`src/rtl/kuz_pkg.sv`:
```
// Shared constants, types and the GF(2^8) multiply/accumulate slice for the Kuznechik linear layer.
package kuz_pkg;

    localparam logic [7:0] KUZ_POLY    = 8'hC3;
    localparam int         KUZ_BLOCK_W = 128;

    // Coefficients of l, first entry multiplies a15, last multiplies a0.
    localparam logic [7:0] L_COEFF [0:15] = '{
        8'd148, 8'd32, 8'd133, 8'd16, 8'd194, 8'd192, 8'd1, 8'd251,
        8'd1,   8'd192, 8'd194, 8'd16, 8'd133, 8'd32, 8'd148, 8'd1
    };

    typedef enum logic [1:0] {
        IDLE,
        RUN,
        DONE
    } kuz_state_e;

    typedef struct packed {
        logic [7:0] a;
        logic [7:0] c;
    } mult_part_t;

    // One shift-and-add step: accumulate a when b is set, then a = a*x mod poly.
    function automatic mult_part_t mult_part(input mult_part_t s, input logic b);
        mult_part_t r;
        r.c = b ? (s.c ^ s.a) : s.c;
        r.a = {s.a[6:0], 1'b0} ^ (s.a[7] ? KUZ_POLY : 8'h00);
        return r;
    endfunction

endpackage

```
`src/rtl/kuz_l_func.sv`:
```
// Combinational l(): sixteen constant GF(2^8) multiplies of the block bytes, XOR-reduced to one byte.
module kuz_l_func
    import kuz_pkg::*;
(
    input  logic [KUZ_BLOCK_W-1:0] blk_i,
    output logic [7:0]             l_o
);

    logic [7:0] prod [16];

    for (genvar i = 0; i < 16; i++) begin : g_coeff
        mult_part_t chain [8];

        assign chain[0] = '{a: blk_i[KUZ_BLOCK_W-1-8*i -: 8], c: 8'h00};
        for (genvar j = 0; j < 7; j++) begin : g_bit
            assign chain[j+1] = mult_part(chain[j], L_COEFF[i][j]);
        end
        // The eighth slice only accumulates; its doubled a would never be read.
        assign prod[i] = chain[7].c ^ (L_COEFF[i][7] ? chain[7].a : 8'h00);
    end

    always_comb begin
        // NOTE: default assignment first so the loop below can never infer a latch.
        l_o = 8'h00;
        for (int i = 0; i < 16; i++) begin
            l_o ^= prod[i];
        end
    end

endmodule

```
`src/rtl/kuz_l_transform.sv`:
```
// Sequential Kuznechik L / L^-1 layer: one R (or R^-1) step per clock for ROUNDS clocks, valid/ready both sides.
module kuz_l_transform
    import kuz_pkg::*;
#(
    parameter int ROUNDS  = 16,
    parameter int BLOCK_W = 128
) (
    input  logic               clk,
    input  logic               rst,
    input  logic               in_valid,
    output logic               in_ready,
    input  logic [BLOCK_W-1:0] in_data,
    input  logic               in_inv,
    output logic               out_valid,
    input  logic               out_ready,
    output logic [BLOCK_W-1:0] out_data
);

    localparam int             CNT_W = $clog2(ROUNDS + 1);
    localparam logic [CNT_W-1:0] LAST = CNT_W'(ROUNDS - 1);

    if (BLOCK_W != KUZ_BLOCK_W) begin : g_bad_width
        $error("kuz_l_transform: BLOCK_W must be 128");
    end
    if (ROUNDS < 1) begin : g_bad_rounds
        $error("kuz_l_transform: ROUNDS must be at least 1");
    end

    kuz_state_e         state_q;
    logic [CNT_W-1:0]   cnt_q;
    logic [BLOCK_W-1:0] work_q;
    logic               inv_q;
    logic               out_valid_q;
    logic [BLOCK_W-1:0] out_data_q;

    logic [BLOCK_W-1:0] l_in;
    logic [BLOCK_W-1:0] step_d;
    logic [7:0]         l_byte;
    logic               accept;

    // Inverse step evaluates l on the block rotated left by one byte and feeds the result in at a0.
    always_comb begin
        l_in   = inv_q ? {work_q[BLOCK_W-9:0], work_q[BLOCK_W-1 -: 8]} : work_q;
        step_d = inv_q ? {work_q[BLOCK_W-9:0], l_byte} : {l_byte, work_q[BLOCK_W-1:8]};
    end

    kuz_l_func u_l_func (
        .blk_i (l_in),
        .l_o   (l_byte)
    );

    // in_ready is gated by rst directly so it reads low in every reset cycle.
    assign in_ready = (state_q == IDLE) && !rst;
    assign accept   = in_valid && in_ready;

    // NOTE: sequential state uses non-blocking assignments only; reset is synchronous.
    always_ff @(posedge clk) begin
        if (rst) begin
            state_q     <= IDLE;
            cnt_q       <= '0;
            work_q      <= '0;
            inv_q       <= 1'b0;
            out_valid_q <= 1'b0;
            out_data_q  <= '0;
        end else begin
            unique case (state_q)
                IDLE: begin
                    if (accept) begin
                        work_q  <= in_data;
                        inv_q   <= in_inv;
                        cnt_q   <= '0;
                        state_q <= RUN;
                    end
                end
                RUN: begin
                    work_q <= step_d;
                    cnt_q  <= cnt_q + CNT_W'(1);
                    if (cnt_q == LAST) begin
                        state_q     <= DONE;
                        out_valid_q <= 1'b1;
                        out_data_q  <= step_d;
                    end
                end
                DONE: begin
                    if (out_ready) begin
                        out_valid_q <= 1'b0;
                        state_q     <= IDLE;
                    end
                end
                default: state_q <= IDLE;
            endcase
        end
    end

    assign out_valid = out_valid_q;
    assign out_data  = out_data_q;

endmodule

```
`config.mk`:
```
export PLATFORM = sky130hd
export DESIGN_NAME = kuz_l_transform
export DESIGN_NICKNAME = d
export VERILOG_FILES = /design/src/rtl/kuz_pkg.sv /design/src/rtl/kuz_l_func.sv /design/src/rtl/kuz_l_transform.sv
export SDC_FILE = /design/constraint.sdc
export NUM_CORES = 1
export LEC_CHECK = 0
export ABC_AREA = 1
export CAP_MARGIN = 10
export CORE_MARGIN = 3
export CORE_UTILIZATION = 55
export DETAILED_ROUTE_END_ITERATION = 8
export PLACE_DENSITY_LB_ADDON = 0.3
export SLEW_MARGIN = 40
export SYNTH_ARGS = -nofsm -noshare
export SYNTH_HDL_FRONTEND = slang
export SYNTH_HIERARCHICAL = 1
export SYNTH_SLANG_ARGS = --single-unit
```
`constraint.sdc`:
```
create_clock -name clk -period 7.9 [get_ports clk]
set_clock_uncertainty 0.05 [all_clocks]
set_input_delay 1.58 -clock clk [delete_from_list [all_inputs] [get_ports clk]]
set_output_delay 1.58 -clock clk [all_outputs]
set_load 0.1 [all_outputs]
```
* Yosys cells after proc, flatten, opt, wreduce, memory -nomap -nowiden *
Cells that the tools add are included.

cells by class
  reductions and logical operators = 11
  bitwise operators = 116
  mux-type cells = 94
  add/subtract/negate cells = 1
  equal/unequal tests = 6

operators with widths
  kind                 number
  $xor 8x8->8          116
  $mux 8               81
  $mux 128             3
  $pmux 128 s2         1
  $pmux 5 s2           1
  $mux 2               3
  $ne 2x2->1 const B   3
  $pmux 2 s3           1
  $reduce_and 2->1     3
  $reduce_and 3->1     2
  $add 5x1->5 const B  1
  $eq 5x4->1 const B   1
  $mux 5               1
  $reduce_bool 2->1    2
  $eq 2x1->1 const B   1
  $eq 2x2->1 const B   1
  $logic_and 1x1->1    2
  $logic_not 2->1      1
  $mux 1               2
  $pmux 1 s2           1
  $logic_not 1->1      1

storage, ports and cells
  word-level logic and storage cells = 234
  output and inout port bits = 130
  bits of input ports = 133
  bits in registers = 265

* Logic depth before layout (Yosys ltp) *
Gate-level depths: netlist of run 1.

  word-level depth = 33
  mapped depth = 33
  gate-level depth less buffers = 30

* Modules after synthesis *
Netlist of run 1, hierarchy kept.

modules (own cells, without submodules)
  module           area each (um2)  seq. area each (um2)  instances  cells each
  kuz_l_transform  13108.8          5305.1                1          2150
  kuz_l_func       5144.9           0.0                   1          1021

* Least setup slack after synthesis of run 1 *
No wires, ideal clock.

  path type = input to output
  start = in rst
  end = out in_ready
  data arrival time = 3958 ps
  path buffers = 2
  setup slack = 2312 ps
  required time = 6270 ps
  stages on the path = 3
  path through = clkbuf_1 -> buf_2 -> nor3_1

between the ends
  cells in the longest elaborated chain, start to end = 2

ends and longest elaborated chain
  what                RTL line               text
  start: declaration  kuz_l_transform.sv:9   input logic rst,
  $logic_not 1->1     kuz_l_transform.sv:53  assign in_ready = (state_q == IDLE) && !rst;
  $logic_and 1x1->1   kuz_l_transform.sv:53
  end: declaration    kuz_l_transform.sv:11  output logic in_ready,

No other way between the ends.

* Worst setup path after layout of run 1 *
  start = reg inv_q
  end = reg work_q[126]

between the ends
  cells in the longest elaborated chain, start to end = 33
  elaborated cells on any way between the ends = 200
  those cells by class = 84 x mux; 116 x bitwise

ends and longest elaborated chain
  what                          RTL line               text
  start: declaration            kuz_l_transform.sv:32  logic inv_q;
  start signal: assignment      kuz_l_transform.sv:70  inv_q <= in_inv;
  $mux 128 *                    kuz_l_transform.sv:43  l_in = inv_q ? {work_q[BLOCK_W-9:0], work_q[BLOCK_W-1 -: 8]} : work_q;
  via l_in[127]                 kuz_l_transform.sv:36  logic [BLOCK_W-1:0] l_in;
  $mux 8 *                      kuz_pkg.sv:28          r.a = {s.a[6:0], 1'b0} ^ (s.a[7] ? KUZ_POLY : 8'h00);
  $xor 8x8->8 *                 kuz_pkg.sv:28
  $mux 8                        kuz_pkg.sv:28
  $xor 8x8->8 *                 kuz_pkg.sv:28
  $mux 8                        kuz_pkg.sv:28
  $xor 8x8->8                   kuz_pkg.sv:28
  (+5 left out)                 --
  $xor 8x8->8                   kuz_pkg.sv:28
  $mux 8                        kuz_pkg.sv:28
  $xor 8x8->8                   kuz_pkg.sv:28
  $xor 8x8->8 *                 kuz_l_func.sv:19       assign prod[i] = chain[7].c ^ (L_COEFF[i][7] ? chain[7].a : 8'h00);
  $xor 8x8->8 * (15 in series)  kuz_l_func.sv:26       l_o ^= prod[i];
  via l_byte[6]                 kuz_l_transform.sv:38  logic [7:0] l_byte;
  $mux 128 *                    kuz_l_transform.sv:44  step_d = inv_q ? {work_q[BLOCK_W-9:0], l_byte} : {l_byte, work_q[BLOCK_W-1:8]};
  $pmux 128 s2 *                kuz_l_transform.sv:66  unique case (state_q)
  end signal: assignment        kuz_l_transform.sv:69  work_q <= in_data;
  end signal: assignment        kuz_l_transform.sv:76  work_q <= step_d;
  end: declaration              kuz_l_transform.sv:31  logic [BLOCK_W-1:0] work_q;

Mark *: on every way through the listed nets, which the timed path passes. The rest lies on a longest branch.
A chain may end at the register's enable or synchronous reset.

==> metrics.md, run 1 <==
| Metric | Value |
|---|---|
| Root Buffer | clkbuf_16 |
| Origin of the worst min-delay path | out_data[21] |
| Hold Path Sink | out_data[21] |
| Gr usage total | a little under a third |
| Antenna cells | 0 |
| Die Y | 188 microns |
| Initial core utilization | between 50% and 60% |
| Critical Path Source Type | register |
| Post-CTS resize count | 0 |
| Mapped Nets | 3306 |
| Largest net degree at the start of global routing | 131 |
| Fin nets | around 3400 |
| Vias | 20400 |
| Adder-Cell Fraction of Synth Area | 0.137% |
| Multiplexer share of the synthesized area | 0% |
| Pwr Density | 235 mW/mm^2 |
| Register area | 0.00531 sq mm |
| Minimum hold slack | 0.407 ns |
| Yosys warnings | 6 |
| DRT Pass-1 Iters | 6 |
| Overall Power | 4.97 mW |
| Clock Path Buffers | 3 |
| Final setup viols | 0 |
| Worst vdd rail ir drop | roughly 0.00017 V |
| Reg2Reg Launch Point | inv_q |
| Crit path largest cell delay | 0.73 ns |
| Clk_lat worst skew | 0.55 ns |
| Xor/xnor cell area share of the yosys netlist | 8.85% |
| Post-layout util | 64.8% |
| CP max stage cell | buf_4 |
| CP max FO | 78 |
| Max-capacitance violation count | 0 |
| H-tree depth | 1 |
| TritonCTS Buffers | 29 |
| FP Rows | 66 |
| Critical Path AT | around 5.2 ns |
| Routed Antenna Nets | 0 |
| Top delay family on crit path | simple AND/OR/NAND/NOR gates |
| Chip width | 188 microns |
| Port Buf Inserts | 262 |
| Compound-Gate Fraction of Synth Area | between 7 and 8% |
| Cell Area, Synth | 0.0183 sq mm |
| Tightest Hold Check Type | register to register |
| I/O pins | around 260 |
| Area grow syn2layout | 15.8% |
| Number of clock sinks | 265 |
| Post-synthesis instance total | approximately 3200 |
| Worst r2r dst | work_q[126] |
| Number of remaining DRC errors | 0 |
| Total setup buffers inserted after CTS | 0 |
| Endpoint class of the critical path | register |
| Most used cell, CP | nand2_1 |
| Vias/cell | 5.41 |
| Setup TNS | 0 ns |
| Syn avg cell area | 5.76 sq um |
| First-pass GRT wire length | 95.2 mm |
| Vias in the first global route | 19100 |
| Status | finished, final reports clean |
| Drt total wl | around 59 mm |
| RD Place Congestion | 0.929 |
| Worst-path clk slew | roughly 0.070 ns |
| Tmin final | 4.76 ns |
| Hold depth | 2 |
| Fin cells | 3772 |
| Crit Path Category | register to register |
| # fillers | 3081 |
| Hpwl dp | 43.2 mm |
| Starting DRT DRC Count | 1815 |
| Commonest non-fill, non-tap cell in the layout | nand2_1 |
| Simple-gate area share of the yosys netlist | 46.5% |
| CP Buf/Inv Count | 7 |
| Final hold vios | 0 |
| Commonest non-fill, non-tap cells in the layout | nand2_1 (1799), a21oi_1 (265), dfxtp_1 (264) |
| Initial antenna violation count | 0 |
| Hold-fix buffer count after cts | 0 |
| RSZ-0062 raised after global routing | no |
| Slew margin rel. | between 40% and 50% |
| Routed length per instance | ~16 microns |
| CTS tree | done |
| Final period utilization | roughly three fifths |
| Lkg Pwr | 10.9 nW |
| Req. time, crit path | 8.33 ns |
| Grt total ovfl | 0 |
| DP Cell Count | 3719 |
| Register area share after synthesis | 29.1% |
| Slew @ Worst Pin | 0.852 ns |
| Largest family of logic cells by synthesized area | simple AND/OR/NAND/NOR gates |
| Seq cells post-synth | ~270 |
| Core area | 0.0326 sq mm |
| Max Slew Vio Count | 0 |
| Multi-input gate area | 0.0115 sq mm |
| Synth unique cells | 28 |
| R2r worst-path depth | 31 |
| Die area | 0.0354 sq mm |
| Reg2reg setup slack | 3.14 ns |
| Share of layout cells above drive strength 1 | 7.30% |
| Cell depth of the worst setup path | 31 |
| Fmax | 210 MHz |
[cells in the mapped netlist]
| library cell | n | area share [%] |
|---|---|---|
| xor2_2 | 1 | 0.089 |
| inv_2 | 7 | 0.14 |
| nor2_1 | 7 | 0.14 |
| xnor2_2 | 3 | 0.27 |
| buf_1 | 3 | 0.062 |
| or2_1 | 7 | 0.24 |
| nand3_2 | 4 | 0.22 |
| xnor2_1 | 71 | 3.4 |
| buf_4 | 17 | 0.70 |
| ha_1 | 2 | 0.14 |
| inv_1 | 155 | 3.2 |
| a21oi_1 | 265 | 7.3 |
| nor3_1 | 1 | 0.027 |
| nand3b_1 | 21 | 0.86 |
| nand4_1 | 2 | 0.069 |
| xor2_1 | 106 | 5.1 |
| nor2_2 | 2 | 0.069 |
| nand2_2 | 24 | 0.82 |
| or2_2 | 2 | 0.069 |
| dfxtp_1 | 265 | 29 |
| nand2_1 | 1800 | 37 |
| o21ai_0 | 3 | 0.082 |
| buf_2 | 102 | 2.8 |
| nand3_1 | 251 | 6.9 |
| buf_6 | 5 | 0.31 |
| nand2_4 | 1 | 0.062 |
| clkbuf_1 | 43 | 0.88 |
| a21o_1 | 1 | 0.041 |
[kinds of logic (layout without fill, tap and decap cells)]
| logic type | Yosys count | count (layout) |
|---|---|---|
| adders and majority gates | 2 | 2 |
| xor gates and xnor gates | 181 | 181 |
| DFF | 265 | 265 |
| AOI/OAI and AO/OA | 269 | 269 |
| and+or+nand+nor | 2122 | 2122 |
| buffers and inverters | 332 | 491 |
[sequential cells by signal, indices dropped and copies added (netlist names)]
register	count
out_data	128
inv_q	1
state_q	2
out_valid	1
work_q	128
cnt_q	5
[per-stage QoR]
stage                     cell area (sq um)  setup WS, ns
after floorplan                       18300          2.31
after global placement                20700          3.10
after detailed placement              20100          3.33
after CTS                             21100          3.31
after global routing                  21100          2.73
final                                 21100          3.14
[layout make-up]
cell class | instances | share of cell area [%]
Timing Repair Buffer | 277 | 10.0
Inverter | 162 | 2.91
Clock inverter | 14 | 0.977
Tap cell | 442 | 2.62
Clock buffer | 38 | 3.92
Multi-Input combinational cell | 2574 | 54.4
Sequential cell | 265 | 25.1
[layer usage]
layer / up-vias / share of wire (%) / GRT usage (%)
li1: 10100 / - / -
met1: 9276 / 42 / 42.1
met2: 897 / 47 / 54.3
met3: 146 / 7.8 / 4.87
met4: 0 / 3.0 / 9.38
met5: - / 0 / 0
[worst min-delay path, stage by stage (launching register included)]
cell and delay (ns):
dfxtp_1 0.31, nand2_1 0.06, a21oi_1 0.05
[worst max-delay path by stage]
stage | start | endpoint | slack (ns)
2_1_floorplan | rst | in_ready | 2.31
3_3_place_gp | rst | in_ready | 3.10
3_5_place_dp | inv_q | work_q[123] | 3.33
4_1_cts | inv_q | work_q[123] | 3.31
5_1_grt | inv_q | work_q[126] | 2.73
6_report | inv_q | work_q[126] | 3.14
[power breakdown]
part	internal, mW	switching, mW
registers	1.39	0.0529
clock network	0.898	0.574
logic	0.699	1.36
(Power assumes the default switching activity.)
==> run 2, diff against run 1 <==
clock period = 4.7 ns   (was 7.9 ns; I/O delays follow)
==> run 2 against run 1 <==
Compared with the run above:
- largest cell class unchanged
- via count is 0.11% lower
- sequential share of layout area up 0.098 points
- flip-flop and latch count is the same
==> metrics.md, run 2 (synthesis results as in run 1) <==
| Metric | Value |
|---|---|
| Total setup buffers inserted after CTS | 0 |
| Final period utilization | 81.4% |
| Vias in the first global route | between 15000 and 20000 |
| Initial core utilization | 56.0% |
| Largest net degree at the start of global routing | 137 |
| Minimum hold slack | 0.407 ns |
| Tmin final | 3.83 ns |
| Routed length per instance | 15.7 microns |
| Endpoint class of the critical path | register |
| Placed Area | about 0.020 sq mm |
| Vias | 20400 |
| Root Buffer | clkbuf_16 |
| Clock power frac | 27.4% |
| Starting DRT DRC Count | approximately 1900 |
| Sequential Power Share | slightly below 30% |
| RSZ-0062 raised after global routing | no |
| Lkg Pwr | 10.8 nW |
| Routed Antenna Nets | 0 |
| First-pass GRT wire length | 94.8 mm |
| Slew @ Worst Pin | 0.794 ns |
| Design area | around 0.021 sq mm |
| Grt total ovfl | 0 |
| Hpwl dp | between 40 and 50 mm |
| Worst vdd rail ir drop | about 0.00028 V |
| Initial antenna violation count | 0 |
| Int Pwr | 4.81 mW |
| Die Y | 188 microns |
| Sw Pwr | 3.36 mW |
| Worst-path clk slew | 0.07 ns |
| H-tree depth | 1 |
| I/O pins | ~260 |
| Final setup viols | 0 |
| Register area | around 0.0053 sq mm |
| DP Cell Count | 3722 |
| Port Buf Inserts | 262 |
| Chip width | 188 microns |
| Slew margin rel. | between 40 and 50% |
| Fin cells | 3773 |
| Critical Path Source Type | register |
| Core area | 0.0326 sq mm |
| Comb pwr share | 43.0% |
| Number of remaining DRC errors | 0 |
| Die area | 0.0354 sq mm |
| Multi-input gate area | 0.0115 sq mm |
| RD Place Congestion | 0.936 |
| Tightest Hold Check Type | register to register |
| Pwr Density | 388 mW/mm^2 |
| Max-capacitance violation count | 0 |
| Status | finished, final reports clean |
| Area grow syn2layout | 15.4% |
| Req. time, crit path | 5.12 ns |
| FP Rows | 66 |
| Commonest non-fill, non-tap cell in the layout | nand2_1 |
| Fmax | 261 MHz |
| Gr usage total | 31.9% |
| Sw Share | 41.1% |
| Antenna cells | 0 |
| Share of layout cells above drive strength 1 | between 7 and 8% |
| Post-CTS resize count | 0 |
| CTS tree | done |
| # fillers | 3012 |
| Fin nets | 3445 |
| Clock Path Buffers | 3 |
| TritonCTS Buffers | 28 |
| Max Slew Vio Count | 0 |
| Final hold vios | 0 |
| DRT Pass-1 Iters | 6 |
| Clk_lat worst skew | 0.56 ns |
| Crit Path Category | register to register |
| Commonest non-fill, non-tap cells in the layout | nand2_1 (1799), a21oi_1 (265), dfxtp_1 (264) |
| Setup TNS | 0 ns |
| Vias/cell | 5.40 |
| Drt total wl | 59.4 mm |
| CP max FO | 136 |
| Post-layout util | 64.6% |
| Hold-fix buffer count after cts | 0 |
| Critical Path AT | 4.25 ns |
| Number of clock sinks | 265 |
-- run 2: cell count changes in the layout (fill, tap and decap cells not counted) --
cell	delta
clkbuf_8	-3
buf_6	-1
buf_4	+3
buf_8	-1
buf_2	-1
buf_12	+2
clkinv_2	+2
bufinv_16	-3
clkinvlp_4	-1
clkbuf_1	+4
-- run 2: worst paths after layout --
kind	from	endpoint	slack, ns	depth (start not counted)
setup / recovery	inv_q	work_q[6]	0.87	26
hold / removal	out_data[89]	out_data[89]	0.41	2
setup reg to reg	inv_q	work_q[6]	0.87	26
hold reg to reg	out_data[89]	out_data[89]	0.41	2
-- run 2: per-layer routing --
layer	share of wire, %	wire length [microns]	GRT usage (%)	up-vias
met2	46	27400	53.7	941
met3	7.9	4690	5.36	153
li1	-	-	-	10100
met4	3.6	2130	10.6	0
met1	42	25100	41.7	9193
met5	0	0	0	-
-- run 2: worst max-delay path, stage by stage (launching register included) --
cell and delay, ns:
dfxtp_4 0.36, buf_12 0.39, nand2_1 0.23, nand2_1 0.34, inv_1 0.10, nand2_1 0.08, nand2_1 0.10, nand2_1 0.08
nand2_1 0.11, nand2_1 0.08, nand2_1 0.13, or2_1 0.24, nand2_1 0.08, nand3_1 0.08, nand2_1 0.09, nand3_1 0.07
nand2_1 0.12, inv_1 0.05, nand3_1 0.06, nand2_1 0.06, inv_1 0.12, nand2_1 0.07, nand2_1 0.13, nand2_1 0.06
nand2_1 0.08, nand2_1 0.05, a21oi_1 0.18
-- run 2: area by class of cell --
type                            instances  share of cell area, %
Clock buffer                           39                   3.81
Multi-Input combinational cell       2574                   54.6
Clock inverter                         12                  0.564
Inverter                              162                   2.92
Tap cell                              442                   2.63
Sequential cell                       265                   25.2
Timing Repair Buffer                  279                   10.2
-- run 2: power groups by stage --
stage,Clock [mW],Combinational [mW],Sequential (mW)
after global routing,2.35,3.96,2.42
after global placement,0,3.41,2.46
after CTS,2.26,3.49,2.41
after floorplan,0,2.60,2.43
final,2.24,3.52,2.42
after detailed placement,0,3.47,2.46
-- run 2: stage by stage --
step / total power [mW] / worst slack (ns)
5_1_grt: 8.72 / 0.578
3_3_place_gp: 5.86 / 1.06
4_1_cts: 8.16 / 0.978
2_1_floorplan: 5.03 / 0.392
6_report: 8.17 / 0.872
3_5_place_dp: 5.93 / 0.997
==> run 3, diff against run 2 <==
CORE_UTILIZATION = 51   (was 55)
clock period = 3.35 ns   (was 4.7 ns; I/O delays follow)
==> run 3 against run 2 <==
Compared with the run above:
- final cell count increased by 4.6%
- setup slack got worse by 0.81 ns
- critical endpoint is now work_q[120]
- critical path depth increased by 4
- via count increased by 4.1%
- first-iteration DRC count decreased by 5.0%
==> metrics.md, run 3 (synthesis results as in run 1) <==
| Metric | Value |
|---|---|
| Sequential Power Share | a little over a quarter |
| Critical Path Source Type | register |
| FP Rows | 68 |
| First-pass GRT wire length | 97.8 mm |
| Clock power frac | 25.3% |
| Minimum hold slack | 0.412 ns |
| Chip width | 195 microns |
| Fmax | 304 MHz |
| Starting DRT DRC Count | around 1800 |
| Slew @ Worst Pin | 0.763 ns |
| Share of layout cells above drive strength 1 | about a fifth |
| Comb pwr share | between 40% and 50% |
| Grt total ovfl | 0 |
| Endpoint class of the critical path | register |
| Sw Share | between 40% and 50% |
| Worst vdd rail ir drop | 0.000445 V |
| Tightest Hold Check Type | register to register |
| H-tree depth | 1 |
| Lkg Pwr | 12.0 nW |
| CTS tree | done |
| Fin nets | between 3000 and 4000 |
| Routed length per instance | 16.3 microns |
| TritonCTS Buffers | 28 |
| Crit Path Category | register to register |
| Initial core utilization | 52.3% |
| Final hold vios | 0 |
| Routed Antenna Nets | 0 |
| Most used cell, CP | nand2_1 |
| Number of remaining DRC errors | 0 |
| Drt total wl | 64.2 mm |
| DRT Pass-1 Iters | 6 |
| Gr usage total | between 30% and 40% |
| Antenna cells | 0 |
| Critical Path AT | 3.73 ns |
| Pwr Density | 523 mW/mm^2 |
| Tmin final | 3.29 ns |
| CP max FO | 7 |
| Crit path largest cell delay | between 0.4 and 0.5 ns |
| Vias in the first global route | roughly 19000 |
| Area grow syn2layout | 32.2% |
| Slew margin rel. | 49.2% |
| Max Slew Vio Count | 0 |
| Clk_lat worst skew | ~0.56 ns |
| # fillers | 3128 |
| Root Buffer | clkbuf_16 |
| RD Place Congestion | roughly 0.94 |
| Req. time, crit path | 3.79 ns |
| Hold-fix buffer count after cts | 0 |
| Final setup viols | 0 |
| Worst-path clk slew | 0.07 ns |
| Initial antenna violation count | 0 |
| Port Buf Inserts | approximately 260 |
| Die area | 0.0381 sq mm |
| Core area | 0.0349 sq mm |
| Commonest non-fill, non-tap cells in the layout | nand2_1 (1605), buf_4 (281), dfxtp_1 (264) |
| Commonest non-fill, non-tap cell in the layout | nand2_1 |
| CP max stage cell | dfxtp_4 |
| Sw Pwr | 5.18 mW |
| Status | finished, final reports clean |
| Vias/cell | roughly 5.4 |
| Overall Power | 12.6 mW |
| RSZ-0062 raised after global routing | yes |
| Int Pwr | between 7 and 8 mW |
| Max-capacitance violation count | 0 |
| Largest net degree at the start of global routing | 136 |
| Clock Path Buffers | 3 |
| Die Y | 195 microns |
| Number of clock sinks | 265 |
| Final period utilization | a little under 100% |
| I/O pins | 263 |
| Vias | between 20000 and 25000 |
| Hpwl dp | between 40 and 50 mm |
[run 3: changes by cell type in the layout (fill, tap and decap cells not counted), moves of 13 or more]
cell     delta
nand2_2   +157
xor2_2     +21
xor2_1     -22
nand2_1   -194
buf_4     +269
nand2_4    +37
nand3_1    -19
xnor2_2    +13
xnor2_1    -20
buf_2     -129
inv_2      +18
inv_1      -19
nand3_2    +18
[run 3: power groups by stage]
| stage | clock network (mW) | registers [mW] | logic [mW] |
|---|---|---|---|
| 2_1_floorplan | 0 | 3.41 | 3.65 |
| 3_3_place_gp | 0 | 3.45 | 5.14 |
| 3_5_place_dp | 0 | 3.45 | 5.21 |
| 4_1_cts | 3.21 | 3.38 | 5.30 |
| 5_1_grt | 3.36 | 3.41 | 6.67 |
| 6_report | 3.19 | 3.40 | 6.03 |
[run 3: worst max-delay path: cells and delay by family (launching register included)]
kind / cells / cell delay [ns]
buf+inv: 6 / 0.67
flops: 1 / 0.44
compound gates: 1 / 0.16
simple gates: 23 / 1.82
[run 3: layout make-up]
type	instances	area, sq um	area share, %
clock inverters	14	135	0.560
inverters	162	626	2.59
well taps	455	569	2.36
clock buffers	37	806	3.34
flip-flops and latches	265	5310	22.0
repair buffers	441	3980	16.5
multi-input cells	2574	12700	52.7
[run 3: worst paths after layout]
kind,from,to,slack [ns],depth (start not counted)
min reg2reg,out_data[114],out_data[114],0.41,2
max reg2reg,inv_q,work_q[120],0.06,30
min,out_data[114],out_data[114],0.41,2
max,inv_q,work_q[120],0.06,30
[run 3: per-layer routing]
metal / global-route usage, % / share of wire [%] / vias to the layer above
li1: - / - / 10400
met1: 40.3 / 41 / 9603
met2: 51.6 / 47 / 1025
met3: 4.45 / 8.5 / 168
met4: 9.88 / 3.5 / 0
met5: 0 / 0 / -
[run 3: timing repair]
action                     4_1_cts  5_1_grt
gates resized for setup         12      335
setup buffers                    2       25
cloned                           3        5
setup endpoints to repair        6       32
pin swaps                        3       82
[run 3: metrics by stage]
step	setup TNS (ns)	instance area, sq um	util, %	instances	worst slack, ns
6_report	0	24100	69.2	3948	0.0633
5_1_grt	-1.64	24100	69.2	3948	-0.209
4_1_cts	0	22600	64.7	3919	0.000994
3_5_place_dp	-0.394	21500	61.6	3863	-0.231
3_3_place_gp	-0.189	21500	61.6	3863	-0.142
2_1_floorplan	0	18300	-	3171	0.449
